**config.mk**
```make
export PLATFORM = sky130hd
export DESIGN_NAME = dec_key_schedule
export DESIGN_NICKNAME = d
export VERILOG_FILES = /design/src/rtl/dec_key_schedule.sv
export SDC_FILE = /design/constraint.sdc
export NUM_CORES = 2
export LEC_CHECK = 0
export BUFFER_PORTS_ARGS = -buffer_cell sky130_fd_sc_hd__clkbuf_2
export CORE_MARGIN = 2
export CORE_UTILIZATION = 56
export DETAILED_ROUTE_END_ITERATION = 10
export HOLD_SLACK_MARGIN = 0.1
export PLACE_DENSITY = 0.77
export SLEW_MARGIN = 20
export SYNTH_ARGS = -nofsm -noshare
export SYNTH_HDL_FRONTEND = slang
export SYNTH_SLANG_ARGS = --single-unit
```
**constraint.sdc**
```tcl
create_clock -name clk -period 85 [get_ports clk]
set_input_delay 12.75 -clock clk [delete_from_list [all_inputs] [get_ports clk]]
set_output_delay 12.75 -clock clk [all_outputs]
set_load 0.05 [all_outputs]
```
**src/rtl/dec_key_schedule.sv**
```systemverilog
// AES-128 key schedule for the decryption datapath.
// Expands a cipher key into an 11-entry round-key bank at one key per clock.
// A registered random-access port then serves the keys; the round controller
// walks it from index 10 down to 0.
//
// Handshake: key_load is a one-cycle request. It is accepted only while busy is
// low, on the edge that samples it; when busy is high it is dropped, not queued.
// busy is high from the accept edge until the tenth key is written. keys_valid
// is the valid flag for the read port: while it is high, round_key holds the
// key for the rd_idx presented one cycle earlier. It falls on the accept edge.
module dec_key_schedule (
    input  logic         clk,
    input  logic         rst,
    input  logic         key_load,
    input  logic [127:0] key_in,
    input  logic [3:0]   rd_idx,
    output logic [127:0] round_key,
    output logic         busy,
    output logic         keys_valid,
    output logic [1:0]   state_dbg
);

    typedef enum logic [1:0] {
        S_IDLE   = 2'd0,
        S_EXPAND = 2'd1,
        S_READY  = 2'd2
    } state_t;

    // Forward AES S-box. Byte 0x00 sits in the most significant byte.
    localparam logic [2047:0] SBOX_TABLE = {
        128'h637c777bf26b6fc53001672bfed7ab76,
        128'hca82c97dfa5947f0add4a2af9ca472c0,
        128'hb7fd9326363ff7cc34a5e5f171d83115,
        128'h04c723c31896059a071280e2eb27b275,
        128'h09832c1a1b6e5aa0523bd6b329e32f84,
        128'h53d100ed20fcb15b6acbbe394a4c58cf,
        128'hd0efaafb434d338545f9027f503c9fa8,
        128'h51a3408f929d38f5bcb6da2110fff3d2,
        128'hcd0c13ec5f974417c4a77e3d645d1973,
        128'h60814fdc222a908846eeb814de5e0bdb,
        128'he0323a0a4906245cc2d3ac629195e479,
        128'he7c8376d8dd54ea96c56f4ea657aae08,
        128'hba78252e1ca6b4c6e8dd741f4bbd8b8a,
        128'h703eb5664803f60e613557b986c11d9e,
        128'he1f8981169d98e949b1e87e9ce5528df,
        128'h8ca1890dbfe6426841992d0fb054bb16
    };

    function automatic logic [7:0] sbox(input logic [7:0] b);
        // Entry b lives at bit offset (255 - b) * 8; ~b equals 255 - b.
        sbox = SBOX_TABLE[{~b, 3'b000} +: 8];
    endfunction

    function automatic logic [7:0] rcon(input logic [3:0] idx);
        case (idx)
            4'd1:    rcon = 8'h01;
            4'd2:    rcon = 8'h02;
            4'd3:    rcon = 8'h04;
            4'd4:    rcon = 8'h08;
            4'd5:    rcon = 8'h10;
            4'd6:    rcon = 8'h20;
            4'd7:    rcon = 8'h40;
            4'd8:    rcon = 8'h80;
            4'd9:    rcon = 8'h1b;
            4'd10:   rcon = 8'h36;
            default: rcon = 8'h00;
        endcase
    endfunction

    state_t       state;
    logic [3:0]   cnt;
    logic [127:0] prev;
    logic [127:0] bank [0:10];

    logic [31:0]  w0, w1, w2, w3;
    logic [31:0]  rot_w3, sub_w3;
    logic [31:0]  w0_n, w1_n, w2_n, w3_n;
    logic [127:0] next_key;

    assign state_dbg = state;

    // One round of the schedule, computed from the previous round key.
    assign w0     = prev[127:96];
    assign w1     = prev[95:64];
    assign w2     = prev[63:32];
    assign w3     = prev[31:0];
    assign rot_w3 = {w3[23:0], w3[31:24]};
    assign sub_w3 = {sbox(rot_w3[31:24]), sbox(rot_w3[23:16]),
                     sbox(rot_w3[15:8]),  sbox(rot_w3[7:0])};
    assign w0_n   = w0 ^ sub_w3 ^ {rcon(cnt), 24'h0};
    assign w1_n   = w1 ^ w0_n;
    assign w2_n   = w2 ^ w1_n;
    assign w3_n   = w3 ^ w2_n;
    assign next_key = {w0_n, w1_n, w2_n, w3_n};

    // Control FSM, expansion writes and registered read port. The read samples
    // the bank before this edge's write, so a read during rekey sees the old key.
    always_ff @(posedge clk or posedge rst) begin
        if (rst) begin
            state      <= S_IDLE;
            cnt        <= 4'd0;
            prev       <= '0;
            round_key  <= '0;
            busy       <= 1'b0;
            keys_valid <= 1'b0;
            for (int i = 0; i <= 10; i++) begin
                bank[i] <= '0;
            end
        end else begin
            round_key <= (rd_idx <= 4'd10) ? bank[rd_idx] : '0;
            case (state)
                S_IDLE, S_READY: begin
                    if (key_load) begin
                        bank[0]    <= key_in;
                        prev       <= key_in;
                        cnt        <= 4'd1;
                        keys_valid <= 1'b0;
                        busy       <= 1'b1;
                        state      <= S_EXPAND;
                    end
                end
                S_EXPAND: begin
                    bank[cnt] <= next_key;
                    prev      <= next_key;
                    if (cnt == 4'd10) begin
                        state      <= S_READY;
                        busy       <= 1'b0;
                        keys_valid <= 1'b1;
                    end else begin
                        cnt <= cnt + 4'd1;
                    end
                end
                default: state <= S_IDLE;
            endcase
        end
    end

endmodule

```
==> impl_results.rst <==
.. list-table::
   :header-rows: 1

   * - Metric
     - Value
   * - Run status
     - completed
   * - Quantity of hold-fixing buffers added after cts
     - 0
   * - Synth-to-layout area growth
     - 8.96%
   * - Longest Clk Path Bufs
     - 3
   * - Final setup vio count
     - 0
   * - Placement Cell Area
     - 88600 µm²
   * - Detailed-router iteration count before antenna repair
     - 7
   * - Number of CTS-inserted buffers
     - 170
   * - Max Clk Rate
     - 57.0 MHz
   * - Placeable core region
     - 154000 µm²
   * - Wire length per cell after detailed routing
     - 29.8 µm
   * - Syn nets
     - 9187
   * - Global-route wire length before repair
     - 480 mm
   * - CP required
     - 85.67 ns
   * - Commonest non-fill, non-tap cell in the layout
     - dfrtp_1
   * - Total number of vias
     - 74616
   * - Cell area after technology mapping
     - 86700 µm²
   * - Average via count per standard cell
     - 6.86
   * - Most instantiated flip-flop cell in the synthesis netlist
     - dfrtp_1
   * - Largest net degree at the start of global routing
     - 189
   * - Category of the worst setup path launch point
     - input port
   * - Unrepaired setup endpoints after global routing
     - no
   * - Number of I/O pins
     - 267
   * - Post-synthesis sequential area ratio
     - 48.3%
   * - Startpoint of the worst-slack reg-to-reg timing path
     - prev[25]
   * - Number of antenna violations at the first check in global routing
     - 24
   * - Height of the die
     - 397 µm
   * - Final min period
     - 17.56 ns
   * - Number of synthesized register bits
     - 1672
   * - Clock skew
     - 0.0607 ns
   * - Worst Setup End Kind
     - flop
   * - Via count of the first global-routing pass
     - 72513
   * - Sink count of the clock tree
     - 1672
   * - Post-route standard cell area excluding fillers
     - 94400 µm²
   * - GP Congestion
     - 0.981
   * - Std cell rows
     - 144
   * - Share of flip-flops with an asynchronous set or reset after synthesis
     - 100%
   * - Critical path start-end classification
     - input port to flop
   * - Worst Path Arrival
     - 18.23 ns
   * - Highest-count cells in the layout ignoring fill and taps
     - 1659 x dfrtp_1, 1569 x o21ai_0, 1544 x nand2_1
   * - Worst relative slew slack
     - 15.2%
   * - Startpoint of the worst hold path
     - bank[413]
   * - Layout cells sized above 1
     - 13.2%
   * - Count of pins over their slew limit
     - 0
   * - Leftover overflow at the end of global routing
     - 0
   * - Gate count after technology mapping
     - 8990
   * - Post CTS Setup Buffer Count
     - 0
   * - Die outline area
     - 158000 µm²
   * - Residual DRC
     - 0
   * - Slew at the pin with the worst max-slew slack
     - 1.25 ns
   * - Worst flop-to-flop path endpoint
     - bank[647]
   * - Setup TNS Final
     - 0 ns
   * - Average size of a mapped cell
     - 9.64 µm²
   * - Clock root buffer
     - clkbuf_16
   * - Fill cells
     - 12408
   * - Clock Latency Late Sink
     - 0.86 ns
   * - Startpoint of the most critical setup path
     - rd_idx[0]
   * - Die width
     - 397 µm
   * - Number of violations reported at the end of detailed-routing iteration 0
     - 9639
   * - Number of synthesized flops with an enable pin
     - 0
   * - Max-capacitance violation count
     - 0
   * - Yosys warning total
     - 0
   * - All-layer global routing usage
     - 40.8%
   * - Resized cells post-CTS
     - 0
   * - # nets final
     - 8887
   * - WL final
     - 324 mm
   * - Number of cells on the worst hold path
     - 2
   * - Antenna-violating nets left
     - 0
   * - Destination of the worst hold path
     - bank[413]
   * - Clock transition at the registers of the reported paths
     - 0.06 ns
   * - Register-to-register setup slack
     - 78.29 ns
   * - Final Hold Vio Count
     - 0
   * - Max FO, Critical Path
     - 53
   * - Starting Density
     - 56.3%
   * - Cell variety after synth
     - 106
   * - Logic depth of the worst register-to-register path
     - 13
   * - Worst hold path type
     - flop to flop
   * - Number of buffer cells added on primary ports
     - 266
   * - Post-DP HPWL
     - 204 mm
   * - H-tree depth reported by CTS
     - 4
   * - CTS tree
     - yes
   * - Final worst-path cycle share
     - 20.7%
[routing by layer]
metal / up-vias / GRT usage, % / share of wire [%]
met3: 973 / 13.5 / 13
met1: 37281 / 54.8 / 38
met2: 4853 / 58.9 / 43
met4: 36 / 21.3 / 5.7
met5: - / 0 / 0.065
li1: 31473 / - / -
[metrics by stage]
step / worst slack (ns) / util, % / cells / hold WS [ns]
floorplan: 25.06 / - / 8990 / 0.434
detailed placement: 66.14 / 57.6 / 10561 / 0.464
global placement: 66.29 / 57.5 / 10561 / 0.455
CTS: 67.03 / 61.3 / 10865 / 0.478
global route: 66.98 / 61.4 / 10868 / 0.493
finish: 67.44 / 61.4 / 10872 / 0.473
[worst max-delay path, cell delays in order]
cell     delay (ns)
buf_8          0.42
buf_4          0.77
buf_4          0.72
buf_4          0.76
buf_4          0.81
buf_4          0.79
mux4_2         0.60
mux2i_1        0.17
o22ai_1        0.11
[worst max path at each step]
stage,to
final,round_key[73]
after global routing,round_key[73]
after CTS,bank[1110]
after detailed placement,bank[202]
after global placement,bank[1098]
after floorplan,bank[0]
[layout make-up]
class | count | area (µm²) | area share, %
clock inverters | 54 | 738 | 0.782
diodes | 6 | 15.0 | 0.0159
repair buffers | 457 | 2920 | 3.09
well taps | 2044 | 2560 | 2.71
flip-flops and latches | 1672 | 41900 | 44.3
multi-input cells | 6335 | 41100 | 43.5
clock buffers | 250 | 5020 | 5.31
inverters | 54 | 210 | 0.223
[cells in the mapped netlist, types with 45 or more instances]
cell	n	area, µm²
clkbuf_1	694	2610
a211oi_1	56	420
nor2b_1	100	626
a21oi_1	473	2370
ha_1	62	776
a31oi_1	45	282
buf_1	60	225
o211ai_1	54	405
a21o_1	49	368
dfrtp_1	1672	41800
mux4_2	294	6620
nor3_1	76	380
mux2i_1	292	2920
nor2_1	363	1360
nand2b_1	110	688
xnor2_1	111	972
o21ai_0	1569	7850
nand3_1	90	450
xor2_1	54	473
o22ai_1	201	1260
o21a_1	46	345
nand2_1	1554	5830
and3_1	52	325
buf_2	139	696
[cell families (layout without fill, tap and decap cells)]
| group | count (synthesis) | count (layout) | synth area share (%) |
|---|---|---|---|
| compound gates | 2957 | 2957 | 20.0 |
| fa+ha+maj | 62 | 62 | 0.895 |
| xor+xnor | 201 | 201 | 2.48 |
| simple gates | 2515 | 2515 | 12.5 |
| buf+inv | 983 | 815 | 4.64 |
| mux | 600 | 600 | 11.2 |
| flops | 1672 | 1672 | 48.3 |
| other cells | 0 | 6 | 0 |
[state kept, by name (all words and copies together) (netlist names)]
register / flops
state_dbg: 2
bank: 1408
prev: 128
round_key: 128
cnt: 4
keys_valid: 1
busy: 1
Power is not shown: default switching activity piles up to over one toggle a cycle in this logic, so the estimate is an artifact.
